**src/rtl/uart_pkg.sv**
```systemverilog
// Shared UART types and constants for the receive and transmit paths.
// No logic; consumed by uart_rx, uart_baud_counter and the future uart_tx.
package uart_pkg;

  typedef enum logic [1:0] {
    PARITY_NONE,
    PARITY_EVEN,
    PARITY_ODD
  } parity_t;

  typedef enum logic [2:0] {
    IDLE,
    START,
    DATA,
    PARITY,
    STOP,
    BREAK
  } rx_state_t;

  localparam int DATA_BITS_MIN = 5;
  localparam int DATA_BITS_MAX = 9;

  // Expected parity bit for a word; callers zero-extend, which leaves the XOR unchanged.
  function automatic logic parity_bit(input logic [DATA_BITS_MAX-1:0] d, input parity_t p);
    return (p == PARITY_ODD) ? ~(^d) : ^d;
  endfunction

endpackage

```
**src/rtl/uart_baud_counter.sv**
```systemverilog
// Bit-period counter: tick on the last cycle of a full or half bit period, then wraps to 0.
// Latency: tick is combinational from the count; en=0 freezes the count and suppresses tick.
module uart_baud_counter
  import uart_pkg::*;
#(
  parameter int CLKS_PER_BIT = 16
) (
  input  logic clk,
  input  logic rst,
  input  logic en,
  input  logic clear,
  input  logic half,
  output logic tick
);

  localparam int CW = $clog2(CLKS_PER_BIT);
  localparam logic [CW-1:0] FULL_TC = CW'(CLKS_PER_BIT - 1);
  localparam logic [CW-1:0] HALF_TC = CW'(CLKS_PER_BIT / 2 - 1);

  logic [CW-1:0] cnt;

  assign tick = en && !clear && (cnt == (half ? HALF_TC : FULL_TC));

  always_ff @(posedge clk) begin
    if (!rst) begin
      cnt <= '0;
    end else if (en) begin
      if (clear || tick) cnt <= '0;
      else               cnt <= cnt + CW'(1);
    end
  end

endmodule

```
**src/rtl/uart_rx.sv**
```systemverilog
// UART receiver: mid-bit sampling of a pre-synchronized rx line into parallel words with error strobes.
// Strobes land CLKS_PER_BIT/2 + (DATA_BITS+P+1)*CLKS_PER_BIT edges after the start edge; no backpressure.
module uart_rx
  import uart_pkg::*;
#(
  parameter int      CLKS_PER_BIT = 16,
  parameter int      DATA_BITS    = 8,
  parameter parity_t PARITY       = PARITY_NONE
) (
  input  logic                 clk,
  input  logic                 rst,
  input  logic                 en,
  input  logic                 rx,
  output logic [DATA_BITS-1:0] data_out,
  output logic                 valid,
  output logic                 parity_err,
  output logic                 frame_err,
  output logic                 busy
);

  if (CLKS_PER_BIT < 4 || (CLKS_PER_BIT % 2) != 0) begin : g_bad_clks_per_bit
    $error("uart_rx: CLKS_PER_BIT must be even and >= 4");
  end
  if (DATA_BITS < DATA_BITS_MIN || DATA_BITS > DATA_BITS_MAX) begin : g_bad_data_bits
    $error("uart_rx: DATA_BITS out of range 5..9");
  end

  localparam int IW = $clog2(DATA_BITS + 1);
  localparam logic [IW-1:0] LAST_IDX = IW'(DATA_BITS - 1);

  rx_state_t                state, state_nxt;
  logic                     tick, cnt_clear, cnt_half;
  logic [IW-1:0]            bit_idx;
  logic [DATA_BITS-1:0]     shreg;
  logic [DATA_BITS_MAX-1:0] shreg_ext;
  logic                     par_pend;

  assign shreg_ext = DATA_BITS_MAX'(shreg);
  assign busy      = (state != IDLE);

  uart_baud_counter #(
    .CLKS_PER_BIT(CLKS_PER_BIT)
  ) u_baud (
    .clk  (clk),
    .rst  (rst),
    .en   (en),
    .clear(cnt_clear),
    .half (cnt_half),
    .tick (tick)
  );

  always_ff @(posedge clk) begin
    if (!rst)    state <= IDLE;
    else if (en) state <= state_nxt;
  end

  // Every bit state leaves on tick, which also wraps the counter, so each state starts from 0.
  always_comb begin
    state_nxt = state;
    cnt_clear = 1'b0;
    cnt_half  = 1'b0;
    case (state)
      IDLE: begin
        cnt_clear = 1'b1;
        if (!rx) state_nxt = START;
      end
      START: begin
        cnt_half = 1'b1;
        if (tick) state_nxt = rx ? IDLE : DATA;
      end
      DATA: begin
        if (tick && bit_idx == LAST_IDX)
          state_nxt = (PARITY == PARITY_NONE) ? STOP : uart_pkg::PARITY;
      end
      uart_pkg::PARITY: begin
        if (tick) state_nxt = STOP;
      end
      STOP: begin
        if (tick) state_nxt = rx ? IDLE : BREAK;
      end
      BREAK: begin
        cnt_clear = 1'b1;
        if (rx) state_nxt = IDLE;
      end
      default: state_nxt = IDLE;
    endcase
  end

  always_ff @(posedge clk) begin
    if (!rst) begin
      bit_idx    <= '0;
      shreg      <= '0;
      par_pend   <= 1'b0;
      data_out   <= '0;
      valid      <= 1'b0;
      parity_err <= 1'b0;
      frame_err  <= 1'b0;
    end else begin
      valid      <= 1'b0;
      parity_err <= 1'b0;
      frame_err  <= 1'b0;
      if (tick) begin
        case (state)
          START: begin
            bit_idx  <= '0;
            par_pend <= 1'b0;
          end
          DATA: begin
            // LSB arrives first, so shifting in from the top leaves it at bit 0.
            shreg   <= {rx, shreg[DATA_BITS-1:1]};
            bit_idx <= bit_idx + IW'(1);
          end
          uart_pkg::PARITY: begin
            par_pend <= (rx != parity_bit(shreg_ext, PARITY));
          end
          STOP: begin
            if (!rx) begin
              frame_err <= 1'b1;
            end else if (par_pend) begin
              parity_err <= 1'b1;
            end else begin
              data_out <= shreg;
              valid    <= 1'b1;
            end
          end
          default: ;
        endcase
      end
    end
  end

endmodule
```
**config.mk**
```make
export PLATFORM = sky130hd
export DESIGN_NAME = uart_rx
export DESIGN_NICKNAME = d
export VERILOG_FILES = /design/src/rtl/uart_pkg.sv /design/src/rtl/uart_baud_counter.sv /design/src/rtl/uart_rx.sv
export SDC_FILE = /design/constraint.sdc
export NUM_CORES = 1
export LEC_CHECK = 0
export ABC_AREA = 1
export BUFFER_PORTS_ARGS = -buffer_cell sky130_fd_sc_hd__buf_4
export CAP_MARGIN = 20
export CORE_AREA = 4 4 61 63
export CTS_BUF_LIST = sky130_fd_sc_hd__clkbuf_8
export CTS_CLUSTER_DIAMETER = 150
export CTS_CLUSTER_SIZE = 24
export DETAILED_ROUTE_END_ITERATION = 8
export DIE_AREA = 0 0 65 67
export PLACE_DENSITY = 0.75
export SETUP_SLACK_MARGIN = 0.15
export SYNTH_ARGS = -nofsm -noshare
export SYNTH_HDL_FRONTEND = slang
export SYNTH_SLANG_ARGS = --single-unit
```
**constraint.sdc**
```tcl
create_clock -name clk -period 1.55 [get_ports clk]
set_clock_uncertainty 0.1 [all_clocks]
set_input_delay 0.0775 -clock clk [delete_from_list [all_inputs] [get_ports clk]]
set_output_delay 0.0775 -clock clk [all_outputs]
set_load 0.01 [all_outputs]
```
==> results.cfg <==
[layout]
final_cells = 342
nFillCells = 278
fin_nets = 301
synthToLayoutAreaGrowth_pct = 29.7
multi_input_area_sq_mm = 0.00101
seq_area_sq_um = 634
diodes = 0
final_cell_mix = nand2_1, nor2_1, inv_1
drive_gt1_frac = 0.267
final_common_cell = nand2_1

[floorplanning]
die_y_um = 67
pin_count = 16
die_w_um = 65
start_util = 0.518
fp-row-count = 21
dieArea_sq_mm = 0.00436
core_region_area_sq_mm = 0.00323

[routing]
antenna_left = 0
drtIter0Drc = 115
avgRoutedWirePerCell_um = 10.9
vias = 1607
vias_per_cell = 4.70
drc = 0
drt-total-wl_um = 3730
firstDrtPassIters = 4

[grt]
grt_pass1_vias = 1407
grt_overflow = 0
grt_max_degree = 26
antenna_found_initial = 0
grt_pass1_wl_um = 6010
grt_use_total = 0.180

[clock_tree]
path_clk_slew_ns = 0.06
htreeDepth = 2
cts-root-buf = clkbuf_8
worstSkewPairLatency_ns = 0.29
cts_tree = built
cts_max_path_buffers = 2
cts_buffers = 5
clock_sinks = 31

[critical_path]
crit_path_max_fanout = 7
startpoint_type = flop
startpoint = state[0]$_SDFFE_PN0P_
worstSetupEndpoint = shreg[1]$_SDFFE_PN0P_
crit_required_ns = 1.68
critical_path_arrival_ns = 1.67
rrSetupSlack_ns = 0.01
reg2reg_depth = 9
r2r-end = shreg[1]$_SDFFE_PN0P_
critPathKind = reg -> reg
endpoint_kind = flop
reg2reg_from = state[0]$_SDFFE_PN0P_

[power_and_ir_drop]
finalPower_mw = 2.70
p_leak_nw = 1.09
ir_drop_v = 0.000672
power_density_mw_per_mm2 = 1240

[placed_design]
place_congestion = 0.800
dp_hpwl_um = 2370
dp_cells = 323
io_buffer_count = 15

[timing]
worst_pin_slew_ns = 0.277
hold_slack_ns = -0.00208
rsz0062_at_grt = true
fin_crit_ns = 1.54
max_freq_ghz = 0.650
slew_viol_final = 0
setup_viol = 0
relSlewSlack = 0.815
hold_viol = 1
period_share = 0.993

[yosys]
ys_seq_area_frac = 0.371
yosysTopAreaCell = dfxtp_1
ys_warn_count = 0
synth_top_area_frac = 0.371
netlist_area_sq_mm = 0.00167
yosys-top-cells-area = dfxtp_1, nand2_1, nor2_1
ys_ff_latch = 31
synth_cell_types = 26
synth.avg_cell_area_sq_um = 6.37
synth_nets = 269
synth_cells = 263

[job]
max-cap-violations = 0

[min_path]
hold_class = in -> reg

[status]
violations = negative hold slack
status = finished with violations
cells by family (layout without fill, tap and decap cells):
group / Yosys count / in the layout / synth area share
compound gates: 17 / 17 / 0.0531
flops: 31 / 31 / 0.371
buf+inv: 40 / 73 / 0.101
mux: 1 / 1 / 0.00598
fa+ha+maj: 2 / 2 / 0.0149
xor+xnor: 3 / 3 / 0.0157
simple gates: 169 / 169 / 0.439
where the power goes:
part           switching (mW)  internal (mW)
Sequential              0.124          0.875
Combinational           0.644          0.455
Clock                   0.300          0.301
Total                    1.07           1.63
flip-flops by register name, summed over array words and instances, names as in the netlist:
name,cells
bit_idx,4
parity_err,1
par_pend,1
shreg,8
frame_err,1
valid,1
u_baud.cnt,4
state,3
data_out,8
synthesized netlist by cell type (all sizes together):
cell type,instances
nand2,90
nor2,59
inv,33
dfxtp,31
nand3,15
o21ai,13
a21oi,4
buf,4
clkbuf,3
xor2,3
ha,2
nand4,2
nor3,2
mux2i,1
or2,1
worst min-delay path by stage:
stage,from,cells past startpoint,to,slack (ns)
detailed placement,rx,3,shreg[7]$_SDFFE_PN0P_,0.27
finish,en,3,u_baud.cnt[0]$_SDFFE_PN0P_,-0.002
floorplan,rx,2,shreg[7]$_SDFFE_PN0P_,0.11
CTS,en,3,u_baud.cnt[0]$_SDFFE_PN0P_,0.004
global placement,rx,3,shreg[7]$_SDFFE_PN0P_,0.27
global route,en,3,u_baud.cnt[0]$_SDFFE_PN0P_,0.006
through the flow:
| step | hold slack (ns) | TNS [ns] | utilization | instance area, sq um | worst slack, ns |
|---|---|---|---|---|---|
| after global routing | 0.00569 | -1.51 | 0.672 | 2170 | -0.104 |
| final | -0.00208 | 0 | 0.672 | 2170 | 0.0110 |
| after detailed placement | 0.274 | -0.0902 | 0.574 | 1850 | -0.0254 |
| after CTS | 0.00405 | 0 | 0.636 | 2050 | 0.0143 |
| after floorplan | 0.112 | 0 | - | 1680 | 0.142 |
| after global placement | 0.274 | -0.0106 | 0.574 | 1850 | -0.00385 |
layout make-up:
cell class / instances / area share
Multi-Input combinational cell: 192 / 0.465
Sequential cell: 31 / 0.292
Clock buffer: 5 / 0.0317
Inverter: 33 / 0.0616
Timing Repair Buffer: 32 / 0.117
Clock inverter: 3 / 0.00576
Tap cell: 46 / 0.0265
metal layers:
metal	up-vias	wire, um	GRT usage	part of all wire
met5	-	0	0	0
met4	0	124	0.121	0.033
met3	10	133	0.0388	0.036
met2	26	1740	0.282	0.47
met1	712	1730	0.218	0.46
li1	859	-	-	-
worst max-delay path, stage by stage, from the launching register on:
cell and delay, ns:
dfxtp_4 0.42, inv_4 0.05, nor2_4 0.12, nand3_2 0.09, nand2_4 0.10, nand2_4 0.07
nor2_4 0.21, buf_6 0.14, o21ai_0 0.07, nor2_1 0.09
what timing repair did:
item / CTS / global route
buffers inserted: 6 / 4
endpoints found under the setup margin: 29 / 31
gates resized for setup: 17 / 26
hold buffers: 1 / 0
hold endpoints to repair: 1 / 0
pin swaps: 9 / 9
Note: power is estimated with default switching activity, not from simulation.
